File: src/rtl/riscv_operand_fetch.sv
// Decode / operand-fetch stage: reads the register file, merges writeback bypass data,
// blocks RAW/WAW hazards with a pending scoreboard and registers the issued instruction.
module riscv_operand_fetch #(
  parameter int XLEN          = 32,
  parameter bit ENABLE_BYPASS = 1'b1
) (
  input  logic            clk,
  input  logic            reset_n,
  input  logic            in_valid,
  output logic            in_ready,
  input  logic [31:0]     in_instr,
  input  logic [XLEN-1:0] in_pc,
  output logic [4:0]      rf_rs1,
  output logic [4:0]      rf_rs2,
  input  logic [XLEN-1:0] rf_rdata1,
  input  logic [XLEN-1:0] rf_rdata2,
  input  logic            wb_valid,
  input  logic [4:0]      wb_rd,
  input  logic [XLEN-1:0] wb_data,
  output logic            out_valid,
  input  logic            out_ready,
  output logic [XLEN-1:0] out_pc,
  output logic [31:0]     out_instr,
  output logic [XLEN-1:0] out_rs1_data,
  output logic [XLEN-1:0] out_rs2_data,
  output logic [4:0]      out_rd,
  output logic            out_rd_we,
  output logic            out_illegal
);

  localparam logic [6:0] OPC_OP     = 7'b0110011;
  localparam logic [6:0] OPC_OP_IMM = 7'b0010011;
  localparam logic [6:0] OPC_LOAD   = 7'b0000011;
  localparam logic [6:0] OPC_JALR   = 7'b1100111;
  localparam logic [6:0] OPC_STORE  = 7'b0100011;
  localparam logic [6:0] OPC_BRANCH = 7'b1100011;
  localparam logic [6:0] OPC_JAL    = 7'b1101111;
  localparam logic [6:0] OPC_LUI    = 7'b0110111;
  localparam logic [6:0] OPC_AUIPC  = 7'b0010111;

  logic [6:0]      opcode;
  logic [4:0]      rs1, rs2, rd;
  logic            use_rs1, use_rs2, use_rd, illegal;
  logic [31:0]     pending, pending_next;
  logic            byp_rs1, byp_rs2, byp_rd;
  logic            busy_rs1, busy_rs2, busy_rd;
  logic            hazard, accept;
  logic [XLEN-1:0] op1, op2;

  assign opcode = in_instr[6:0];
  assign rs1    = in_instr[19:15];
  assign rs2    = in_instr[24:20];
  assign rd     = in_instr[11:7];
  assign rf_rs1 = rs1;
  assign rf_rs2 = rs2;

  always_comb begin
    use_rs1 = 1'b0;
    use_rs2 = 1'b0;
    use_rd  = 1'b0;
    illegal = 1'b0;
    case (opcode)
      OPC_OP: begin
        use_rs1 = 1'b1;
        use_rs2 = 1'b1;
        use_rd  = 1'b1;
      end
      OPC_OP_IMM, OPC_LOAD, OPC_JALR: begin
        use_rs1 = 1'b1;
        use_rd  = 1'b1;
      end
      OPC_STORE, OPC_BRANCH: begin
        use_rs1 = 1'b1;
        use_rs2 = 1'b1;
      end
      OPC_JAL, OPC_LUI, OPC_AUIPC: use_rd = 1'b1;
      default: illegal = 1'b1;
    endcase
  end

  // pending[0] is held at zero, so x0 can never look busy.
  always_comb begin
    byp_rs1  = ENABLE_BYPASS && wb_valid && (wb_rd == rs1);
    byp_rs2  = ENABLE_BYPASS && wb_valid && (wb_rd == rs2);
    byp_rd   = ENABLE_BYPASS && wb_valid && (wb_rd == rd);
    busy_rs1 = pending[rs1] && !byp_rs1;
    busy_rs2 = pending[rs2] && !byp_rs2;
    busy_rd  = pending[rd] && !byp_rd;
    hazard   = in_valid && ((use_rs1 && busy_rs1) || (use_rs2 && busy_rs2) ||
                            (use_rd && busy_rd));
  end

  assign in_ready = (!out_valid || out_ready) && !hazard;
  assign accept   = in_valid && in_ready;

  always_comb begin
    op1 = '0;
    op2 = '0;
    if (use_rs1 && rs1 != 5'd0) op1 = byp_rs1 ? wb_data : rf_rdata1;
    if (use_rs2 && rs2 != 5'd0) op2 = byp_rs2 ? wb_data : rf_rdata2;
  end

  // Set after clear: a register re-issued in the writeback cycle has a new producer in flight.
  always_comb begin
    pending_next = pending;
    if (wb_valid && wb_rd != 5'd0) pending_next[wb_rd] = 1'b0;
    if (accept && use_rd && rd != 5'd0) pending_next[rd] = 1'b1;
    pending_next[0] = 1'b0;
  end

  always_ff @(posedge clk or negedge reset_n) begin
    if (!reset_n) pending <= '0;
    else          pending <= pending_next;
  end

  always_ff @(posedge clk or negedge reset_n) begin
    if (!reset_n) begin
      out_valid    <= 1'b0;
      out_pc       <= '0;
      out_instr    <= '0;
      out_rs1_data <= '0;
      out_rs2_data <= '0;
      out_rd       <= '0;
      out_rd_we    <= 1'b0;
      out_illegal  <= 1'b0;
    end else if (accept) begin
      out_valid    <= 1'b1;
      out_pc       <= in_pc;
      out_instr    <= in_instr;
      out_rs1_data <= op1;
      out_rs2_data <= op2;
      out_rd       <= use_rd ? rd : 5'd0;
      out_rd_we    <= use_rd && (rd != 5'd0);
      out_illegal  <= illegal;
    end else if (out_ready) begin
      out_valid    <= 1'b0;
    end
  end

endmodule

File: config.mk
export PLATFORM = sky130hd
export DESIGN_NAME = riscv_operand_fetch
export DESIGN_NICKNAME = d
export VERILOG_FILES = /design/src/rtl/riscv_operand_fetch.sv
export SDC_FILE = /design/constraint.sdc
export NUM_CORES = 1
export LEC_CHECK = 0
export CORE_MARGIN = 2
export CORE_UTILIZATION = 24
export DETAILED_ROUTE_END_ITERATION = 16
export SETUP_SLACK_MARGIN = 0.15
export SYNTH_ARGS = -nofsm -noshare
export SYNTH_HDL_FRONTEND = slang
export SYNTH_SLANG_ARGS = --single-unit
File: constraint.sdc
create_clock -name clk -period 7.2 [get_ports clk]
set_clock_uncertainty 0.1 [all_clocks]
set_input_delay 2.16 -clock clk [delete_from_list [all_inputs] [get_ports clk]]
set_output_delay 2.16 -clock clk [all_outputs]
set_load 0.05 [all_outputs]
---- Word-level counts from Yosys, hierarchy flattened ----
Index checks and enable logic that the tools add are counted.
word-level totals
  word-level logic and storage cells ...... 90
  flip-flop bits (word level) ............. 167
cells by class
  order comparisons ....................... 6
  bitwise operators ....................... 3
  equality and inequality tests ........... 12
  reduce and logical (&&, ||, !) cells .... 37
  mux-type cells .......................... 23
operators by type and width
  operator              count
  $mux W32              6
  $and A32 B32 Y32      1
  $not A32 Y32          1
  $or A32 B32 Y32       1
  $lt A5 B6 Y1 const B  4
  $eq A7 B6 Y1 const B  3
  $eq A7 B7 Y1 const B  3
  $logic_and A1 B1 Y1   20
  $reduce_bool A5 Y1    4
  $bmux W1 S5           3
  $eq A5 B5 Y1          3
  $eq A7 B5 Y1 const B  2
  $mux W1               11
  $demux W1 S5          2
  $ge A5 B1 Y1 const B  2
  $reduce_or A9 Y1      1
  $eq A7 B2 Y1 const B  1
  $reduce_or A7 Y1      1
  $reduce_or A6 Y1      1
  $logic_not A1 Y1      5
  $mux W5               1
  $logic_or A1 B1 Y1    3
  $reduce_or A3 Y1      1
  $reduce_bool A2 Y1    1

---- Depth between registers and ports, before layout ----
Gate-level depths: netlist of the first run.
  depth after elaboration ................. 14
  depth in mapped cells ................... 10

---- Worst setup path before layout of the first run ----
Ideal clock, no wire load.
  path kind ............................... input to output
  from .................................... in in_instr[17]
  to ...................................... out in_ready
  cell stages on the path ................. 7
  path slack .............................. 0.261 ns
  path buffers ............................ 1
  arrival time ............................ 4.679 ns
  cells stage by stage .................... clkbuf_1 mux4_2 mux2_2 or3_1 nand4_1 nand3_1 a21boi_0
between the ends
  cells in the longest elaborated chain, start to end .. 10
RTL lines
  element                                                              RTL line  text
  start: declaration                                                   11        input logic [31:0] in_instr,
  parallel branches: the longest is 3 deep, another holds $bmux W1 S5  n/a
  $logic_and A1 B1 Y1 *                                                86        busy_rs1 = pending[rs1] && !byp_rs1;
  $logic_and A1 B1 Y1 *                                                89        hazard = in_valid && ((use_rs1 && busy_rs1) || (use_rs2 && busy_rs2) ||
  $logic_or A1 B1 Y1 * (2 in a row)                                    89
  $logic_and A1 B1 Y1 *                                                89
  $logic_not A1 Y1 *                                                   93        assign in_ready = (!out_valid || out_ready) && !hazard;
  $logic_and A1 B1 Y1 *                                                93
  end: declaration                                                     10        output logic in_ready,
Every way passes the cells marked *. The select of a mux whose other input is x is not followed.

---- Worst setup path in the final report of the first run ----
  from .................................... in in_instr[8]
  to ...................................... out in_ready
between the ends
  cells in the longest elaborated chain, start to end .. 9
RTL lines
  element                                                              RTL line  text
  parallel branches: the longest is 3 deep, another holds $bmux W1 S5  n/a
  $logic_and A1 B1 Y1 *                                                88        busy_rd = pending[rd] && !byp_rd;
  $logic_and A1 B1 Y1 *                                                90        (use_rd && busy_rd));
  $logic_or A1 B1 Y1 *                                                 89
  $logic_and A1 B1 Y1 *                                                89
  $logic_not A1 Y1 *                                                   93
  $logic_and A1 B1 Y1 *                                                93
Marked as above.

==> impl_results.md, run 1 <==
* Critical path type: in2out
* Initial antenna violation count at 0
* Final worst path period need at 6950 ps
* Crit-path cells: clkdlybuf4s50_1 > mux4_2 > a22oi_1 > o211ai_1 > o211ai_2 > nand3_1 > a21boi_0 > buf_12
* CTS resizes at 1
* Clock Tree Buf Depth at 2
* Ys flop type: dfrtp_1
* Post-CTS Hold Buffers at 0
* DRT antenna net count at 0
* Post-CTS setup buffers at 0
* Reg2reg setup slack at 4060 ps
* Worst EP arrival at 4690 ps
* Nets at 1185
* Cts bufs inserted at 17
* Die height at 196 microns
* Hold Vio Cnt, Final at 0
* Setup tns final at 0 ps
* Pins Over Slew Limit at 0
* Syn-to-layout area delta at 46.9%
* Drt pass-1 iters at 4
* Syn Area/Cell at 12.2 sq um
* Syn Nets at 898
* Synth Cell Area at 0.00887 sq mm
* Tot GR Track Use at 15.6%
* Largest net degree at the start of global routing at 143
* DRT iter0 DRCs at 409
* Ys Warns at 0
* Residual DRC at 0
* Clock transition at path regs at 70 ps
* Final Cycle Share at 96.6%
* Total gr overflow at 0
* Initial Util at 24.3%
* Leak at 0.00531 uW
* DP HPWL at 21800 microns
* Register area share after synthesis at 47.1%
* Final setup fails at 0
* Via count at 7074
* H-tree depth at 4
* Worst hold path class: reg2reg
* Layout cells sized above 1 at 13.9%
* Critical Path End Type: output port
* Crit path buf inv count at 2
* Worst path max stage delay at 780 ps
* Least-Margin Pin Slew at 1000 ps
* Status: finished clean
* Clk sinks at 167
* Pwr per Cell Area at 210 mW/mm^2
* Post-synth cell types at 49
* First-pass GRT wire length at 45400 microns
* # diodes at 0
* Max-cap viol count at 0
* CP max FO at 10
* CP max stage cell: clkdlybuf4s50_1
* Placed Area at 0.0125 sq mm
* Die outline width at 196 microns
* WP data required at 4940 ps
* Via density at 4.73
* Post-synth EDFFs at 0
* Core area at 0.0365 sq mm
* Synth Register Bits at 167
* Gpl congestion at 0.909
* WL/cell at 20.1 microns
* WL final at 30000 microns
* CTS Root Cell: clkbuf_16
* Die area at 0.0385 sq mm
* Top Ports at 317
* Worst VDD drop at 0.000163 V
* Peak Freq at 144 MHz
* FFs w/ async S/R, synth at 100%
* FP Rows at 70
* Finished Cell Area at 0.0130 sq mm
* Max transition margin at 33.2%
* Clk_lat worst skew at 450 ps
* Unrepaired setup endpoints after global routing: no
* Commonest non-fill, non-tap cells in the layout: clkdlybuf4s50_1 (313), dfrtp_1 (167), mux2_1 (93), nor2_1 (76), mux2i_1 (74)
* Startpoint Class: input pin
* Syn Inst Count at 728
* Port Buffers at 316
* Commonest non-fill, non-tap cell in the layout: clkdlybuf4s50_1
* CP delay by family, top: compound AO/OA/AOI/OAI gates
* Vias in the first global route at 7407
* TritonCTS clock tree: yes
-- synthesized netlist by cell type, drive strengths merged, types with 3 or more instances --
cell type,n,share of area (%)
clkbuf,30,1.3
nand2b,3,0.21
inv,9,0.38
and3,3,0.21
nand3,15,0.85
xor2,12,1.2
nor4,3,0.21
nand2,24,1.0
xnor2,3,0.30
mux2,134,17
dfrtp,167,47
o41ai,24,3.8
mux4,20,5.1
o211ai,4,0.40
nor3b,3,0.25
mux2i,74,8.4
or3b,3,0.30
buf,40,3.0
nor2,76,3.2
a22oi,3,0.25
nand3b,9,0.76
o21ai,39,2.2
and3b,3,0.30
or3,3,0.21
-- final cells by class --
class / count / area (sq um)
Inverter: 9 / 33.8
Clock inverter: 11 / 113
Fill cell: 3641 / 23500
Clock buffer: 20 / 467
Sequential cell: 167 / 4180
Tap cell: 468 / 586
Timing Repair Buffer: 338 / 3360
Multi-Input combinational cell: 482 / 4290
-- routing by layer --
metal / GRT usage (%) / vias up / wire length (microns)
li1: - / 3201 / -
met1: 19.6 / 3530 / 12800
met2: 25.3 / 311 / 14300
met3: 5.54 / 32 / 2480
met4: 4.80 / 0 / 493
met5: 0 / - / 0
-- through the flow --
step | hold slack (ps) | setup WS (ps) | instances | power [uW] | utilization [%]
after global placement | 372 | 82.6 | 1464 | 1810 | 34.1
after CTS | 397 | 284 | 1495 | 2780 | 35.7
after detailed placement | 381 | 82.8 | 1464 | 1820 | 34.1
after floorplan | 396 | 261 | 728 | 1500 | -
after global routing | 402 | 157 | 1495 | 2850 | 35.7
final | 387 | 245 | 1495 | 2730 | 35.7
-- worst paths after layout --
path	endpoint	depth (start not counted)	start
max	in_ready	8	in_instr[8]
min	out_instr[15]	1	out_instr[15]
max reg2reg	out_rs2_data[17]	7	pending[14]
min reg2reg	out_instr[15]	1	out_instr[15]
max in group asynchronous	out_pc[13]	2	reset_n
min in group asynchronous	out_rs1_data[13]	1	reset_n
-- cells by family after synthesis --
family	share of synthesized area [%]
compound gates	7.94
simple gates	8.31
mux	30.5
flops	47.1
buf+inv	4.68
xor+xnor	1.48
-- flip-flops by register name (all words and copies together), names as in the netlist --
name,count
out_instr,32
out_rs1_data,32
out_illegal,1
out_rd_we,1
out_valid,1
out_pc,32
out_rs2_data,32
out_rd,5
pending,31
-- where the power goes --
part | switching [uW] | internal (uW)
Clock | 430 | 510
Combinational | 445 | 296
Sequential | 42.2 | 1010
Power figures use the tool's default switching activity.
==> run 2: changes to the inputs <==
- CAP_MARGIN: unset -> 25
==> results of run 2 <==
No change in the layout: final DEF, timing and power equal those of run 1.
==> run 3: changes to the inputs <==
--- a/config.mk
+++ b/config.mk
@@ -10,4 +10,5 @@
 export CORE_UTILIZATION = 24
 export DETAILED_ROUTE_END_ITERATION = 16
+export GPL_TIMING_DRIVEN = 0
 export SETUP_SLACK_MARGIN = 0.15
 export SYNTH_ARGS = -nofsm -noshare
==> constraint.sdc (replaced) <==
create_clock -name clk -period 7.2 [get_ports clk]
set_clock_uncertainty 0.1 [all_clocks]
set_input_delay 0.72 -clock clk [delete_from_list [all_inputs] [get_ports clk]]
set_output_delay 0.72 -clock clk [all_outputs]
set_load 0.05 [all_outputs]
==> run 3 against run 2 <==
Compared with the run above:
- cell area increased by 1.2%
- cell count grew 2.7%
- non-clock buffer count is 37 higher
- core utilization increased by 0.41 points
- count of clock-buffer cells in the layout fell by 2
- sequential power is essentially flat
- critical endpoint unchanged
==> impl_results.md, run 3 (synthesis gave the netlist of run 1 again) <==
* Pwr per Cell Area at 215 mW/mm^2 (+2.6%)
* Crit-path cells: clkdlybuf4s50_1 > clkbuf_1 > mux4_2 > mux2_2 > or3_1 > nand4_1 > nand3_1 > a21boi_0 > clkdlybuf4s50_1
* Commonest non-fill, non-tap cell in the layout: clkdlybuf4s50_1
* Clock transition at path regs at 70 ps (about the same)
* Max-cap viol count at 0 (unchanged)
* Clk_lat worst skew at 450 ps (about the same)
* Cts bufs inserted at 17 (unchanged)
* Startpoint Class: input pin
* Met3 wire length at 2730 microns (+10%)
* Max transition margin at 49.3% (+16 points)
* Reg2reg end: out_rs2_data[13]
* Top Ports at 317 (unchanged)
* Leak at 0.00540 uW (+1.6%)
* Worst EP arrival at 4030 ps (-660 ps)
* H-tree depth at 4 (unchanged)
* Worst VDD drop at 0.000164 V (+0.16%)
* Reg2reg start: pending[14]
* Final Cycle Share at 67.3% (-29 points)
* DRT iter0 DRCs at 275 (-33%)
* DP HPWL at 23300 microns (+7.1%)
* Worst path max stage delay at 840 ps (+60 ps)
* Unrepaired setup endpoints after global routing: no
* Layout cells sized above 1 at 14.7% (+0.82 points)
* Vias in the first global route at 7849 (+6.0%)
* # placed instances at 1501 (+2.5%)
* Tot GR Track Use at 16.3% (+0.69 points)
* First-pass GRT wire length at 47300 microns (+4.2%)
* Least-Margin Pin Slew at 761 ps (-242 ps)
* Critical path type: in2out
* Drt pass-1 iters at 4 (unchanged)
* Port Buffers at 304 (-3.8%)
* Largest net degree at the start of global routing at 94 (-34%)
* Worst hold path class: in2async
* WL final at 31200 microns (+3.7%)
* Post-CTS setup buffers at 0 (unchanged)
* Total Power at 2830 uW (+3.8%)
* Die height at 196 microns (unchanged)
* Final worst path period need at 4850 ps (-2110 ps)
* Residual DRC at 0 (unchanged)
* Commonest non-fill, non-tap cells in the layout: clkdlybuf4s50_1 (303), dfrtp_1 (167), mux2_1 (93), nor2_1 (76), mux2i_1 (74)
* Die outline width at 196 microns (unchanged)
* DRT antenna net count at 0 (unchanged)
* Via density at 4.72 (-0.35%)
* Final setup fails at 0 (unchanged)
* Peak Freq at 206 MHz (+43%)
* Post-CTS Hold Buffers at 0 (unchanged)
* Post-Route M1 WL at 12600 microns (-1.3%)
* CTS resizes at 0 (-1)
* Depth of the most critical reg-to-reg path at 8 (+1)
* Hold_ws at 129 ps (-259 ps)
* TritonCTS clock tree: yes
* Hold Vio Cnt, Final at 0 (unchanged)
* Nets at 1222 (+3.1%)
* Die area at 0.0385 sq mm (unchanged)
* WL/cell at 20.3 microns (+1.0%)
* CTS Root Cell: clkbuf_16
* Reg2reg setup slack at 4280 ps (+220 ps)
* Clock Tree Buf Depth at 2 (unchanged)
* Clk sinks at 167 (unchanged)
* Gpl congestion at 0.870 (-4.2%)
* Layout Cells excl Fill at 1535 (+2.7%)
* FP Rows at 70 (unchanged)
* Core area at 0.0365 sq mm (unchanged)
* Most frequent CP cell: clkdlybuf4s50_1
* Status: finished clean
* Syn-to-layout area delta at 48.6%
* CP max stage cell: clkdlybuf4s50_1
* Via count at 7238 (+2.3%)
* CP max FO at 10 (unchanged)
* Met2 Routed Length at 14800 microns (+3.5%)
* Critical Path End Type: output port
* Initial Util at 24.3% (unchanged)
* Initial antenna violation count at 2 (+2)
* Total gr overflow at 0 (unchanged)
* Top Metal Used: met4
* Pins Over Slew Limit at 0 (unchanged)
* WP data required at 6380 ps (+1440 ps)
run 3: cell types whose count changed in the layout (fill, tap and decap cells not counted), sizes merged:
| cell | delta |
|---|---|
| buf | +18 |
| bufinv | +2 |
| clkbuf | +28 |
| clkdlybuf4s50 | -10 |
| clkinv | -1 |
| diode | +2 |
| dlygate4sd2 | -1 |
| inv | +2 |
run 3: cell type report:
type                       instances  area [sq um]
antenna                            2          5.00
buffer                            70           382
clock buffer                      18           439
clock inverter                    14           206
fill                            3691         23300
inverter                           9          33.8
multi-input combinational        482          4270
sequential                       167          4180
tap                              468           586
timing repair buffer             305          3080
run 3: how the worst max path moves through the flow:
stage | slack (ps) | to | cells past startpoint | from
4_1_cts | 2340 | in_ready | 9 | in_instr[17]
5_1_grt | 2130 | in_ready | 9 | in_instr[17]
6_report | 2350 | in_ready | 9 | in_instr[17]
3_3_place_gp | -2250 | out_pc[24] | 1 | reset_n
3_5_place_dp | 2340 | in_ready | 9 | in_instr[17]
2_1_floorplan | 3140 | in_ready | 7 | in_instr[17]
run 3: worst max-delay path: cells and delay by family:
family	cells	cell delay [ps]
buffers and inverters	3	1830
AO/OA/AOI/OAI	1	220
multiplexers	2	660
AND/OR/NAND/NOR	3	600
run 3: power by group:
part	switching [uW]	total, uW	internal, uW	leakage (uW)
sequential	38.1	1050	1010	0.00217
combinational	459	757	298	0.00291
clock	456	1030	574	0.000311
total	953	2830	1880	0.00540
run 3: per-stage QoR:
step / TNS [ps] / utilization (%) / worst slack (ps) / area [sq um]
after floorplan: 0 / - / 3140 / 8870
after global placement: -372730 / 34.2 / -2250 / 12500
after detailed placement: 0 / 34.3 / 2340 / 12500
after CTS: 0 / 36.1 / 2340 / 13200
after global routing: 0 / 36.1 / 2130 / 13200
final: 0 / 36.1 / 2350 / 13200
run 3: per-layer routing:
| metal | vias up | track usage (%) |
|---|---|---|
| met2 | 323 | 26.7 |
| met1 | 3592 | 19.1 |
| met4 | 0 | 7.46 |
| met3 | 55 | 6.07 |
| li1 | 3268 | - |
| met5 | - | 0 |
